===== config.mk =====
export PLATFORM = sky130hd
export DESIGN_NAME = lms_fir_engine_flat
export DESIGN_NICKNAME = d
export VERILOG_FILES = /design/src/rtl/lms_fir_engine_if.sv /design/src/rtl/lms_fir_engine.sv /design/src/flat_wrapper.sv
export SDC_FILE = /design/constraint.sdc
export NUM_CORES = 2
export LEC_CHECK = 0
export CORE_AREA = 3 3 410 412
export CTS_BUF_LIST = sky130_fd_sc_hd__clkbuf_16
export CTS_CLUSTER_SIZE = 16
export DETAILED_ROUTE_END_ITERATION = 10
export DIE_AREA = 0 0 413 415
export PLACE_DENSITY = 0.47
export SLEW_MARGIN = 0
export SYNTH_ARGS = -nofsm -noshare
export SYNTH_HDL_FRONTEND = slang
export SYNTH_SLANG_ARGS = --single-unit

===== constraint.sdc =====
create_clock -name i_clk -period 8.01 [get_ports i_clk]
set_input_delay 1.2015 -clock i_clk [delete_from_list [all_inputs] [get_ports i_clk]]
set_output_delay 1.2015 -clock i_clk [all_outputs]
set_load 0.005 [all_outputs]

===== src/rtl/lms_fir_engine_if.sv =====
// Request/result bundle of the serial LMS FIR engine: operands and start go in,
// busy/done and the registered y, err, power and ovf come back.
interface lms_fir_engine_if #(
    parameter int TAPS   = 32,
    parameter int DATA_W = 14,
    parameter int COEF_W = 16
);
    localparam int PW = 2 * DATA_W + $clog2(TAPS);

    // start is sampled only while the engine is idle. ref_bus and coef_bus
    // must stay stable while busy is high.
    logic                     start;
    logic [TAPS*DATA_W-1:0]   ref_bus;
    logic [TAPS*COEF_W-1:0]   coef_bus;
    logic [DATA_W-1:0]        desired;
    logic                     busy;
    logic                     done;
    logic [DATA_W-1:0]        y;
    logic [DATA_W-1:0]        err;
    logic [PW-1:0]            power;
    logic                     ovf;

    modport master (
        output start, ref_bus, coef_bus, desired,
        input  busy, done, y, err, power, ovf
    );

    modport slave (
        input  start, ref_bus, coef_bus, desired,
        output busy, done, y, err, power, ovf
    );
endinterface


===== src/rtl/lms_fir_engine.sv =====
// Serial LMS FIR datapath: one shared MAC walks the taps to form y, err and the
// reference power. A three-stage pipeline is drained by FLUSH before results are registered.
module lms_fir_engine #(
    parameter int TAPS   = 32,
    parameter int DATA_W = 14,
    parameter int COEF_W = 16,
    parameter int SHIFT  = 10,
    parameter int SAT_EN = 1
) (
    input  logic               i_clk,
    input  logic               i_rstn,
    lms_fir_engine_if.slave    bus,
    output logic [1:0]         o_state
);
    localparam int IDX_W  = $clog2(TAPS);
    localparam int PROD_W = DATA_W + COEF_W;
    localparam int SQ_W   = 2 * DATA_W;
    localparam int ACC_W  = PROD_W + IDX_W;
    localparam int PW     = SQ_W + IDX_W;

    typedef enum logic [1:0] {S_IDLE, S_RUN, S_FLUSH, S_DONE} state_t;

    state_t                     r_state, w_next;
    logic [IDX_W-1:0]           r_idx;
    logic                       r_flush;
    logic signed [DATA_W-1:0]   r_desired;
    logic                       r_v1, r_v2;
    logic signed [DATA_W-1:0]   r_ref1;
    logic signed [COEF_W-1:0]   r_coef1;
    logic signed [PROD_W-1:0]   r_prod;
    logic [SQ_W-1:0]            r_sq;
    logic signed [ACC_W-1:0]    r_acc;
    logic [PW-1:0]              r_pacc;
    logic                       r_done;
    logic [DATA_W-1:0]          r_y, r_err;
    logic [PW-1:0]              r_power;
    logic                       r_ovf;

    logic signed [DATA_W-1:0]   w_ref;
    logic signed [COEF_W-1:0]   w_coef;
    logic signed [ACC_W-1:0]    w_ys;
    logic                       w_ovf_y, w_ovf_e;
    logic [DATA_W-1:0]          w_y, w_err;
    logic [DATA_W:0]            w_e;
    logic [DATA_W-1:0]          w_max, w_min;

    assign w_ref  = bus.ref_bus[int'(r_idx) * DATA_W +: DATA_W];
    assign w_coef = bus.coef_bus[int'(r_idx) * COEF_W +: COEF_W];
    assign w_max  = {1'b0, {(DATA_W-1){1'b1}}};
    assign w_min  = {1'b1, {(DATA_W-1){1'b0}}};

    always_comb begin
        w_next = r_state;
        case (r_state)
            S_IDLE:  if (bus.start) w_next = S_RUN;
            S_RUN:   if (r_idx == IDX_W'(TAPS - 1)) w_next = S_FLUSH;
            S_FLUSH: if (r_flush) w_next = S_DONE;
            S_DONE:  w_next = S_IDLE;
            default: w_next = S_IDLE;
        endcase
    end

    // Result formatting: ys fits DATA_W only if every bit above the sign agrees with it.
    always_comb begin
        w_ys    = r_acc >>> SHIFT;
        w_ovf_y = !((&w_ys[ACC_W-1:DATA_W-1]) || !(|w_ys[ACC_W-1:DATA_W-1]));
        w_y     = w_ys[DATA_W-1:0];
        if (SAT_EN != 0 && w_ovf_y) w_y = w_ys[ACC_W-1] ? w_min : w_max;
        w_e     = {r_desired[DATA_W-1], r_desired} - {w_y[DATA_W-1], w_y};
        w_ovf_e = w_e[DATA_W] != w_e[DATA_W-1];
        w_err   = w_e[DATA_W-1:0];
        if (SAT_EN != 0 && w_ovf_e) w_err = w_e[DATA_W] ? w_min : w_max;
    end

    always_ff @(posedge i_clk) begin
        if (!i_rstn) begin
            r_state   <= S_IDLE;
            r_idx     <= '0;
            r_flush   <= 1'b0;
            r_desired <= '0;
            r_v1      <= 1'b0;
            r_v2      <= 1'b0;
            r_ref1    <= '0;
            r_coef1   <= '0;
            r_prod    <= '0;
            r_sq      <= '0;
            r_acc     <= '0;
            r_pacc    <= '0;
            r_done    <= 1'b0;
            r_y       <= '0;
            r_err     <= '0;
            r_power   <= PW'(1);
            r_ovf     <= 1'b0;
        end else begin
            r_state <= w_next;
            r_v1    <= (r_state == S_RUN);
            r_ref1  <= w_ref;
            r_coef1 <= w_coef;
            r_v2    <= r_v1;
            r_prod  <= r_ref1 * r_coef1;
            r_sq    <= r_ref1 * r_ref1;
            if (r_v2) begin
                r_acc  <= r_acc + {{IDX_W{r_prod[PROD_W-1]}}, r_prod};
                r_pacc <= r_pacc + {{IDX_W{1'b0}}, r_sq};
            end
            r_done <= (r_state == S_DONE);
            case (r_state)
                S_IDLE: if (bus.start) begin
                    r_idx     <= '0;
                    r_flush   <= 1'b0;
                    r_desired <= bus.desired;
                    r_acc     <= '0;
                    r_pacc    <= '0;
                end
                S_RUN:   r_idx <= (r_idx == IDX_W'(TAPS - 1)) ? '0 : r_idx + 1'b1;
                S_FLUSH: r_flush <= 1'b1;
                S_DONE: begin
                    r_y     <= w_y;
                    r_err   <= w_err;
                    r_ovf   <= w_ovf_y | w_ovf_e;
                    r_power <= (r_pacc != '0) ? r_pacc : PW'(1);
                end
                default: ;
            endcase
        end
    end

    // busy covers the done cycle so a held start sees no gap between operations.
    assign bus.busy  = (r_state != S_IDLE) || r_done;
    assign bus.done  = r_done;
    assign bus.y     = r_y;
    assign bus.err   = r_err;
    assign bus.power = r_power;
    assign bus.ovf   = r_ovf;
    assign o_state   = r_state;
endmodule

===== src/flat_wrapper.sv =====
// flat-port wrapper written by rule: the top's interface ports become plain ports
module lms_fir_engine_flat 
#(
    parameter int TAPS   = 32,
    parameter int DATA_W = 14,
    parameter int COEF_W = 16,
    parameter int SHIFT  = 10,
    parameter int SAT_EN = 1
)
  (i_clk, i_rstn, o_state, bus_start, bus_ref_bus, bus_coef_bus, bus_desired, bus_busy, bus_done, bus_y, bus_err, bus_power, bus_ovf);
  lms_fir_engine_if #(.TAPS(TAPS), .DATA_W(DATA_W), .COEF_W(COEF_W)) bus_i ();
  input  logic i_clk;
  input  logic i_rstn;
  output logic [1:0] o_state;
  input wire logic [$bits(bus_i.start)-1:0] bus_start;
  input wire logic [$bits(bus_i.ref_bus)-1:0] bus_ref_bus;
  input wire logic [$bits(bus_i.coef_bus)-1:0] bus_coef_bus;
  input wire logic [$bits(bus_i.desired)-1:0] bus_desired;
  output wire logic [$bits(bus_i.busy)-1:0] bus_busy;
  output wire logic [$bits(bus_i.done)-1:0] bus_done;
  output wire logic [$bits(bus_i.y)-1:0] bus_y;
  output wire logic [$bits(bus_i.err)-1:0] bus_err;
  output wire logic [$bits(bus_i.power)-1:0] bus_power;
  output wire logic [$bits(bus_i.ovf)-1:0] bus_ovf;
  assign bus_i.start = bus_start;
  assign bus_i.ref_bus = bus_ref_bus;
  assign bus_i.coef_bus = bus_coef_bus;
  assign bus_i.desired = bus_desired;
  assign bus_busy = bus_i.busy;
  assign bus_done = bus_i.done;
  assign bus_y = bus_i.y;
  assign bus_err = bus_i.err;
  assign bus_power = bus_i.power;
  assign bus_ovf = bus_i.ovf;
  lms_fir_engine #(.TAPS(TAPS), .DATA_W(DATA_W), .COEF_W(COEF_W), .SHIFT(SHIFT), .SAT_EN(SAT_EN)) u_core (.i_clk(i_clk), .i_rstn(i_rstn), .bus(bus_i), .o_state(o_state));
endmodule

# Word level (Yosys, flattened, before mapping)
# Index checks and enable logic that the tools add are counted.
# totals
n_memories	0
mem_bits_ro	0
latch_bits	0
regBits	243
ramBits	0
elab_cells	70
out_inout_bits	66
# op_classes
shift	2
mux	20
n_reduce_logical	15
div	0
n_bitwise	1
mul	3
add_sub_neg	4
eq_ne	8
n_lt_le_gt_ge	0
# op_table
cell	count
512-bit by 10-bit indexed part select with 16-bit output	1
448-bit by 32-bit indexed part select with 14-bit output	1
33-bit 2-to-1 mux	4
35-bit 2-to-1 mux	3
14-bit 2-to-1 mux	4
35-bit adder	1
33-bit by 28-bit adder with 33-bit output	1
33-bit nonzero test	1
14-bit by 16-bit multiplier with 30-bit output	1
14-bit by 14-bit multiplier with 28-bit output	1
14-bit by 14-bit subtractor with 15-bit output	1
12-bit AND reduction	1
12-bit OR reduction	1
5-bit 2-to-1 mux	2
5-bit case mux with 2 select lines	1
5-bit by 3-bit multiplier with 8-bit output, second input constant	1
2-bit case mux with 4 select lines	1
2-bit 2-to-1 mux	3
2-bit AND reduction	3
2-bit nonzero test	3
5-bit by 1-bit adder with 5-bit output, second input constant	1
5-bit == test, second input constant	1
2-bit == test, second input constant	2
2-bit inequality test, second input constant	2
10 further kinds	12

# Depth between registers and ports, before layout
# depth
word_depth	7
mapped_depth	25
depth_no_buf	24

# Worst setup path before layout
# No wires, ideal clock.
# synth_path
path_kind	register -> register
start	reg u_core.r_ref1[13]
end	reg u_core.r_sq[27]
period_less_slack_ns	6.326
path_stages_with_launch	23
path_slack_ns	1.684
setup_ns	0.128
t_arrival_ns	6.198
path_cell_list	dfxtp_1 -> clkbuf_1 -> clkbuf_1 -> nand2_1 -> fa_1 -> fa_1 -> fa_1 -> inv_1 -> fa_1 -> inv_1 -> fa_1 -> fa_1 -> inv_1 -> ha_1 -> a21o_1 -> a21oi_1 -> o21ai_0 -> a2111oi_0 -> o311a_1 -> nor4b_1 -> a211oi_1 -> xnor2_1 -> nor2_1
# synth_via
elab_chain_len	1
# synth_lines
item	line	rtl
from (decl)	lms_fir_engine.sv:28	logic signed [DATA_W-1:0] r_ref1;
from (signal assigned)	lms_fir_engine.sv:97	r_ref1 <= w_ref;
14-bit by 14-bit multiplier with 28-bit output	lms_fir_engine.sv:101	r_sq <= r_ref1 * r_ref1;
to (signal assigned)	lms_fir_engine.sv:101	
to (decl)	lms_fir_engine.sv:31	logic [SQ_W-1:0] r_sq;
# No other way between the ends.
# A chain may end at the register's enable or synchronous reset.

# Worst setup path in the final report
# layout_path
start	reg u_core.r_ref1[3]
end	reg u_core.r_sq[27]
# The elaborated chain is that of the path after synthesis.

==> run_results.csv <==
group,metric,value,unit
clock_tree,numCtsBuffers,34,
power,ir_drop,0.246,mV
timing,holdWs,0.431,ns
outcome,status,"finished, final reports clean",
worst_setup_path,critical_path.cell_chain,"nand2_1 > fa_1 > fa_1 > fa_1 > inv_1 > fa_1 > inv_1 > fa_1 > fa_1 > inv_1 > ha_1 > a21o_1 > a21oi_1 > o21ai_0 > a2111oi_0 > o311a_1 > nor4b_1 > a211oi_1 > xnor2_1 > nor2_1",
die,rows,149,
worst_setup_path,worstPathMaxFanout,18,
die,die_w,413,um
synthesis,synthXorXnorAreaFrac,3.17,%
job,cap_violations,0,
worst_setup_path,reg2regPathDepth,20,
cells_and_area,final_common_cell,"clkdlybuf4s50_1",
synthesis,yosysTopAreaCell,"fa_1",
worst_setup_path,critPathSlowestCell,"dfxtp_1",
timing,fmax,0.145,GHz
drt,drt_iter0_markers,1772,
hold_path,hold_class,"reg -> reg",
synthesis,ys_top_cells_by_area,"fa_1, mux4_2, dfxtp_1",
clock_tree,cts_setup_buffers,0,
clock_tree,cts_sinks,242,
die,initial_utilization,20.8,%
synthesis,synth_nets,5008,
synthesis,synth_top_family_by_area,"adder cells",
synthesis,ys_seq_elements,242,
worst_setup_path,reg2reg_from,"u_core.r_ref1[3]",
global_route,antenna_found_initial,82,
worst_setup_path,path_class,"reg -> reg",
power,power.density,256,mW/mm^2
worst_setup_path,startpoint,"u_core.r_ref1[3]",
drt,vias,29938,
synthesis,yosys.area_share.simple,12.5,%
timing,worstMarginPinSlew,0.932,ns
timing,finalSetupViolCount,0,
synthesis,synth_mux_area_share,22.8,%
timing,period_needed,6.89,ns
timing,finalCritPeriodShare,86.0,%
timing,slew_headroom,37.5,%
place,routabilityCongestion,0.976,
synthesis,netlist_instances,3416,
place,io_buffers,1042,
worst_setup_path,endpoint,"u_core.r_sq[27]",
global_route,grt_use_total,20.6,%
power,p_leak,19.6,nW
cells_and_area,final_cell_mix,"clkdlybuf4s50_1, inv_1, fa_1, mux4_2, nor2_1",
drt,drc,0,
worst_setup_path,cpLargestDelayFamily,"adder cells",
global_route,grt_start_max_net_pins,105,
cells_and_area,final_cells,6595,
clock_tree,clk_latency,0.55,ns
timing,rsz0062_at_grt,"no",
hold_path,hold_depth,1,
worst_setup_path,arrival,7.28,ns
clock_tree,root_buffer,"clkbuf_16",
worst_setup_path,reg2reg_to,"u_core.r_sq[27]",
clock_tree,cts_tree,"done",
synthesis,synthAdderAreaFrac,31.5,%
cells_and_area,final_nets,5944,
synthesis,synthArstFlopShare,0,%
timing,clock_skew,0.0205,ns
die,die_area,0.171,sq mm
worst_setup_path,cpPeakStageDelay,0.80,ns
synthesis,syn_area,0.0343,sq mm
drt,viasPerCell,4.54,
worst_setup_path,critPathRequiredTime,8.40,ns
synthesis,synth-edff-count,0,
clock_tree,clockBufferDepth,3,
drt,wl,181000,um
worst_setup_path,cp_num_buf_inv,3,
synthesis,synth-compound-area-share,8.11,%
synthesis,ys_seq_area_share,14.1,%
die,fp.dieH,415,um
global_route,gr-total-overflow,0,
synthesis,ys_types,84,
timing,slew_violations,0,
cells_and_area,areaGrowthSynthToFinish,41.0,%
timing,finalSetupTns,0,ns
drt,avgRoutedWirePerCell,27.4,um
clock_tree,hold_buffers,0,
worst_setup_path,reg2reg_slack,1.12,ns
worst_setup_path,cp-end-kind,"flip-flop",
place,dp_hpwl,159000,um
clock_tree,clk_pin_slew,0.06,ns
worst_setup_path,cp_common_cell,"fa_1",
drt,ant_nets,0,
synthesis,synth_ff_type,"dfxtp_1",
die,core,0.165,sq mm
global_route,grt_first_pass_wirelength,248000,um
synthesis,yosysTopAreaCellShare,23.1,%
drt,firstDrtPassIters,8,
cells_and_area,drive_above_1_share,10.1,%
clock_tree,htreeDepth,2,
global_route,grt_pass1_vias,31796,
synthesis,syn_avg_cell_area,10.0,sq um
timing,finalHoldViolations,0,
worst_setup_path,startpoint_type,"flip-flop",
worst_setup_path,cp_num_cells,20,
synthesis,ys_warn_count,0,
die,num_io_pins,1043,
place,place_inst,6505,
clock_tree,cts_resized,0,
## layout make-up
type	count	area (sq um)
Fill cell	17400	116000
Clock buffer	36	901
Tap cell	2189	2740
Clock inverter	24	188
Timing Repair Buffer	1091	10800
Sequential cell	242	4870
Multi-Input combinational cell	2474	26800
Antenna cell	30	75.1
Inverter	509	1920
## cells by family after synthesis
| group | Yosys count |
|---|---|
| simple gates | 883 |
| buf+inv | 700 |
| fa+ha+maj | 628 |
| compound gates | 434 |
| mux | 405 |
| flops | 242 |
| xor+xnor | 124 |
## state kept, by name, summed over array words and instances, names as in the netlist
signal and flops:
u_core.r_acc 35, u_core.bus.power 33, u_core.r_pacc 33, u_core.r_prod 30, u_core.r_sq 27, u_core.r_coef1 16
u_core.bus.err 14, u_core.bus.y 14, u_core.r_desired 14, u_core.r_ref1 14, u_core.r_idx 5, u_core.o_state 2
u_core.bus.done 1, u_core.bus.ovf 1, u_core.r_flush 1, u_core.r_v1 1, u_core.r_v2 1
## synthesized netlist by cell type, types with 33 or more instances
cell and n:
ha_1 219, mux2i_1 104, inv_1 508, fa_1 396, nand2_1 246, dfxtp_1 242
and2_1 173, clkbuf_1 148, xor2_1 39, o21ai_0 76, a21o_1 51, nor2_1 262
a21oi_1 150, mux4_2 300, nand3_1 33, xnor2_1 85
## power by group
part           internal (W)  switching (W)  leakage (nW)
combinational       0.00408        0.00513          17.1
clock              0.000880       0.000618         0.552
sequential          0.00142       0.000259          1.98
## worst min-delay path by stage
stage	startpoint	to
2_1_floorplan	u_core.r_v1	u_core.r_v2
3_3_place_gp	u_core.r_v1	u_core.r_v2
3_5_place_dp	u_core.r_v1	u_core.r_v2
4_1_cts	u_core.r_v1	u_core.r_v2
5_1_grt	u_core.r_v1	u_core.r_v2
6_report	u_core.r_v1	u_core.r_v2
## routing by layer
layer	wire [um]	global-route usage, %
met1	75400	26.4
met4	6200	6.61
met2	89400	35.4
met3	9610	3.17
met5	54	0
## metrics by stage
| stage | worst slack [ns] | utilization, % | total power [W] | area, sq um |
|---|---|---|---|---|
| final | 1.12 | 29.3 | 0.0124 | 48300 |
| after global routing | 0.748 | 29.3 | 0.0137 | 48300 |
| after CTS | 1.12 | 29.3 | 0.0125 | 48200 |
| after detailed placement | 1.15 | 28.6 | 0.0110 | 47100 |
| after global placement | 1.13 | 28.6 | 0.0110 | 47100 |
| after floorplan | 1.68 | - | 0.00807 | 34300 |
No activity file was read; power rests on OpenSTA's default activity.
